==> src/rtl/bcd_convert_sched.sv <==
// Time-shared serial binary-to-BCD converter (shift-add-3, one bit per clock)
// with a two-requester round-robin scheduler feeding 7-segment display drivers.
module bcd_convert_sched #(
  parameter int WIDTH = 7,
  parameter int CNT_W = 3
) (
  input  logic             clk,
  input  logic             rst,
  input  logic             req0,
  input  logic [WIDTH-1:0] bin0,
  input  logic             req1,
  input  logic [WIDTH-1:0] bin1,
  output logic             ack0,
  output logic             ack1,
  output logic             busy,
  output logic             res_valid,
  output logic             res_id,
  output logic [3:0]       hundreds,
  output logic [3:0]       tens,
  output logic [3:0]       units
);

  typedef enum logic [1:0] {
    IDLE  = 2'd0,
    SHIFT = 2'd1,
    DONE  = 2'd2
  } state_t;

  state_t state, state_next;

  logic             rr_ptr;
  logic             owner;
  logic             grant;
  logic             winner;
  logic             last_shift;
  logic [CNT_W-1:0] cnt;
  logic [11:0]      acc;
  logic [11:0]      acc_adj;
  logic [WIDTH-1:0] sr;
  logic [WIDTH+11:0] shifted;

  function automatic logic [3:0] add3(input logic [3:0] d);
    return (d >= 4'd5) ? d + 4'd3 : d;
  endfunction

  // All three nibbles are corrected from their pre-shift values, then the
  // combined {accumulator, shift register} moves left by one bit.
  assign acc_adj    = {add3(acc[11:8]), add3(acc[7:4]), add3(acc[3:0])};
  assign shifted    = {acc_adj, sr} << 1;
  assign last_shift = (cnt == CNT_W'(WIDTH - 1));
  assign busy       = (state != IDLE);

  always_ff @(posedge clk) begin
    if (rst) begin
      state <= IDLE;
    end else begin
      state <= state_next;
    end
  end

  // rr_ptr names the requester that wins a tie; it flips away from each winner.
  always_comb begin
    state_next = state;
    grant      = 1'b0;
    winner     = 1'b0;
    case (state)
      IDLE: begin
        if (req0 || req1) begin
          grant      = 1'b1;
          winner     = (req0 && req1) ? rr_ptr : req1;
          state_next = SHIFT;
        end
      end
      SHIFT: begin
        if (last_shift) begin
          state_next = DONE;
        end
      end
      DONE: begin
        state_next = IDLE;
      end
      default: begin
        state_next = IDLE;
      end
    endcase
  end

  always_ff @(posedge clk) begin
    if (rst) begin
      rr_ptr    <= 1'b0;
      owner     <= 1'b0;
      cnt       <= '0;
      acc       <= '0;
      sr        <= '0;
      ack0      <= 1'b0;
      ack1      <= 1'b0;
      res_valid <= 1'b0;
      res_id    <= 1'b0;
      hundreds  <= '0;
      tens      <= '0;
      units     <= '0;
    end else begin
      ack0      <= 1'b0;
      ack1      <= 1'b0;
      res_valid <= 1'b0;
      if (grant) begin
        sr     <= winner ? bin1 : bin0;
        acc    <= '0;
        cnt    <= '0;
        owner  <= winner;
        rr_ptr <= ~winner;
        ack0   <= ~winner;
        ack1   <= winner;
      end else if (state == SHIFT) begin
        acc <= shifted[WIDTH+11:WIDTH];
        sr  <= shifted[WIDTH-1:0];
        cnt <= cnt + CNT_W'(1);
        if (last_shift) begin
          hundreds  <= shifted[WIDTH+11:WIDTH+8];
          tens      <= shifted[WIDTH+7:WIDTH+4];
          units     <= shifted[WIDTH+3:WIDTH];
          res_id    <= owner;
          res_valid <= 1'b1;
        end
      end
    end
  end

endmodule

==> config.mk <==
export PLATFORM = sky130hd
export DESIGN_NAME = bcd_convert_sched
export DESIGN_NICKNAME = d
export VERILOG_FILES = /design/src/rtl/bcd_convert_sched.sv
export SDC_FILE = /design/constraint.sdc
export NUM_CORES = 1
export LEC_CHECK = 0
export ABC_AREA = 1
export ABC_CLOCK_PERIOD_IN_PS = 1400
export CORE_UTILIZATION = 48
export DETAILED_ROUTE_END_ITERATION = 10
export PLACE_DENSITY = 0.76
export SLEW_MARGIN = 40
export SYNTH_ARGS = -nofsm -noshare
export SYNTH_HDL_FRONTEND = slang
export SYNTH_SLANG_ARGS = --single-unit
==> constraint.sdc <==
create_clock -name clk -period 1.4 [get_ports clk]
set_clock_uncertainty 0.1 [all_clocks]
set_input_delay 0.14 -clock clk [delete_from_list [all_inputs] [get_ports clk]]
set_output_delay 0.14 -clock clk [all_outputs]
set_load 0.05 [all_outputs]
==> results_dict.tcl <==
set metrics [dict create \
    synth_top_area_share 0.382 \
    yosysSeqAreaShare 0.382 \
    synthTopCellsByArea "dfxtp_1, nand2_1, inv_1" \
    drc 0 \
    io_pins 35 \
    p_leak_nw 1.53 \
    path_clk_slew_ps 80 \
    crit_fanout 4 \
    grt_pass1_vias 1990 \
    root_buffer "clkbuf_8" \
    syn-num-nets 348 \
    use_met3 0.0523 \
    yosys.area_share.simple 0.298 \
    relSlewSlack 0.771 \
    syn_area_per_cell_um2 6.83 \
    clk_latency_ps 300 \
    total_power_w 0.00255 \
    area_growth_pct 39.1 \
    crit_path_start_kind "register" \
    critPathBufInv 3 \
    track_usage 0.207 \
    grt_pass1_wl_um 8070 \
    maxSlewViolCount 0 \
    synthAdderAreaFrac 0.0455 \
    synthMuxAreaShare 0 \
    syn_inst 322 \
    slowest_delay_ps 340 \
    switchingPower_w 0.000736 \
    grt.busiest_layer "met2" \
    cp_top_family "flip-flops" \
    hp-class "register to register" \
    status "finished clean" \
    place_inst 417 \
    synth_warnings 0 \
    cts_max_level 2 \
    fmax_ghz 0.719 \
    wl_um 4980 \
    intPower_w 0.00181 \
    dieArea_mm2 0.00486 \
    post-route-util 0.698 \
    fin_crit_sh 0.993 \
    synthMostInstantiatedCell "nand2_1" \
    firstDrtPassIters 4 \
    dp_hpwl_um 3460 \
    cts_hold_buf 0 \
    synthTopCellsByCount "nand2_1, inv_1, dfxtp_1, nand3_1, a21oi_1" \
    grt_max_degree 18 \
    antenna_cells 0 \
    hold_viol 0 \
    arrival_ps 1490 \
    synth_cell_type_count 26 \
    synth_seq_cells 42 \
    cts_buffers 5 \
    stdcell_count 431 \
    wl_per_cell_um 11.5 \
    crit_chain "inv_2, ha_1, o21ai_1, buf_4, nand2_2, nand2_2, nand3_2, nand2_1, inv_1" \
    gr-usage-met2 0.370 \
    grt_antenna_before_repair 0 \
    fill_cells 332 \
    drive_gt1_frac 0.237 \
    cts_tree "done" \
    irDropWorstVdd_mv 0.491 \
    path_class "register to register" \
    p_comb_frac 0.200 \
    cts_max_path_buffers 2 \
    grt-ovfl-total 0 \
    worstPathRequired_ps 1500 \
    initial_utilization 0.502 \
    coreArea_mm2 0.00438 \
    die_h_um 69.7 \
    ant_nets 0 \
    synth_ff_type "dfxtp_1" \
    io_buffers 34 \
    grt_util_met1 0.234 \
    synth-compound-area-share 0.118 \
    synth_edf_count 0 \
    rows 24 \
    drv_cap 0 \
    drt_iter0_markers 163 \
    nets 405 \
    gp_congestion 0.849 \
    setup_viol 0 \
    tightest_slew_ps 342 \
    power_frac_seq 0.502 \
    timing.hold.ws_ps 365 \
    rsz0062_at_grt "yes" \
    routed_via_density 4.92 \
    synth_area_mm2 0.00220 \
    power_frac_clock 0.298 \
    powerDensity_mw_per_mm2 833 \
    cts.sinks 42 \
    crit_path_top_delay_cell "dfxtp_2" \
    dieWidth_um 69.7 \
    min_period_ps 1390 \
    synth_top_area_cell "dfxtp_1" \
    setup_tns_ps 0 \
    synth_top_family_by_area "simple AND/OR/NAND/NOR gates" \
    end_kind "register" \
    synth_xor_area_frac 0 \
    sw_frac_of_total 0.289 \
    async_reset_ff_frac 0 \
    route.vias.total 2121 \
    cpMostUsedCell "nand2_2" \
]
## tightest hold or removal path: cells and delay by family, from the launching register on
family           cells  cell delay (ps)
flip-flops           1              320
AND/OR/NAND/NOR      1               60
AO/OA/AOI/OAI        1               50
## stage by stage
stage	cell area [um^2]	worst slack, ps
floorplan	2200	1.57
global placement	2850	-108
detailed placement	2850	-183
CTS	2950	7.51
global route	3060	-67.1
finish	3060	9.67
## kinds of logic after synthesis
family / count (synthesis)
and+or+nand+nor: 147
DFF: 42
AOI/OAI and AO/OA: 46
adders and majority gates: 8
buffers and inverters: 79
## cells in the final DEF (no fill, tap or decap), drive strengths merged, types with 5 or more instances in the layout
| cell type | synthesis | routed |
|---|---|---|
| nand2 | 97 | 97 |
| dfxtp | 42 | 42 |
| clkdlybuf4s50 | 0 | 17 |
| nand3 | 32 | 32 |
| ha | 8 | 8 |
| clkbuf | 0 | 5 |
| nor2 | 10 | 10 |
| o21ai | 17 | 17 |
| buf | 10 | 43 |
| inv | 69 | 69 |
| a21oi | 24 | 24 |
| nand3b | 5 | 5 |
## layer usage
| metal | part of all wire | vias up |
|---|---|---|
| met3 | 0.044 | 11 |
| li1 | - | 1098 |
| met2 | 0.51 | 53 |
| met5 | 0 | - |
| met4 | 0.016 | 0 |
| met1 | 0.43 | 959 |
## worst paths after layout
kind,to,slack (ps),start,cells after the start
worst max-delay path,acc[6],10,acc[5],9
worst min-delay path,acc[0],360,sr[6],2
worst max register to register,acc[6],10,acc[5],9
worst min register to register,acc[0],360,sr[6],2
## repair_timing
| item | CTS | global route |
|---|---|---|
| pin swaps | 1 | 10 |
| setup endpoints to repair | 12 | 22 |
| buffers inserted | 1 | 6 |
| resized for setup | 11 | 28 |
## power by group through the flow
| stage | clock network, W | registers, W | logic [W] |
|---|---|---|---|
| global placement | 0 | 0.00130 | 0.000452 |
| CTS | 0.000766 | 0.00128 | 0.000470 |
| global route | 0.000819 | 0.00128 | 0.000567 |
| floorplan | 0 | 0.00131 | 0.000298 |
| detailed placement | 0 | 0.00130 | 0.000461 |
| finish | 0.000760 | 0.00128 | 0.000511 |
## sequential cells by signal, indices dropped and copies added (netlist names), 2 cells and up
name	cells
acc	12
cnt	3
hundreds	4
sr	7
state	2
tens	4
units	4
## cell type report
cell class                      instances  area [um^2]  share of cell area
Sequential cell                        42          851               0.278
Multi-Input combinational cell        201         1080               0.353
Clock buffer                            5         68.8              0.0225
Tap cell                               52         65.1              0.0213
Inverter                               69          264              0.0863
Timing Repair Buffer                   60          722               0.236
Clock inverter                          2         10.0             0.00327
Power figures use the tool's default switching activity.
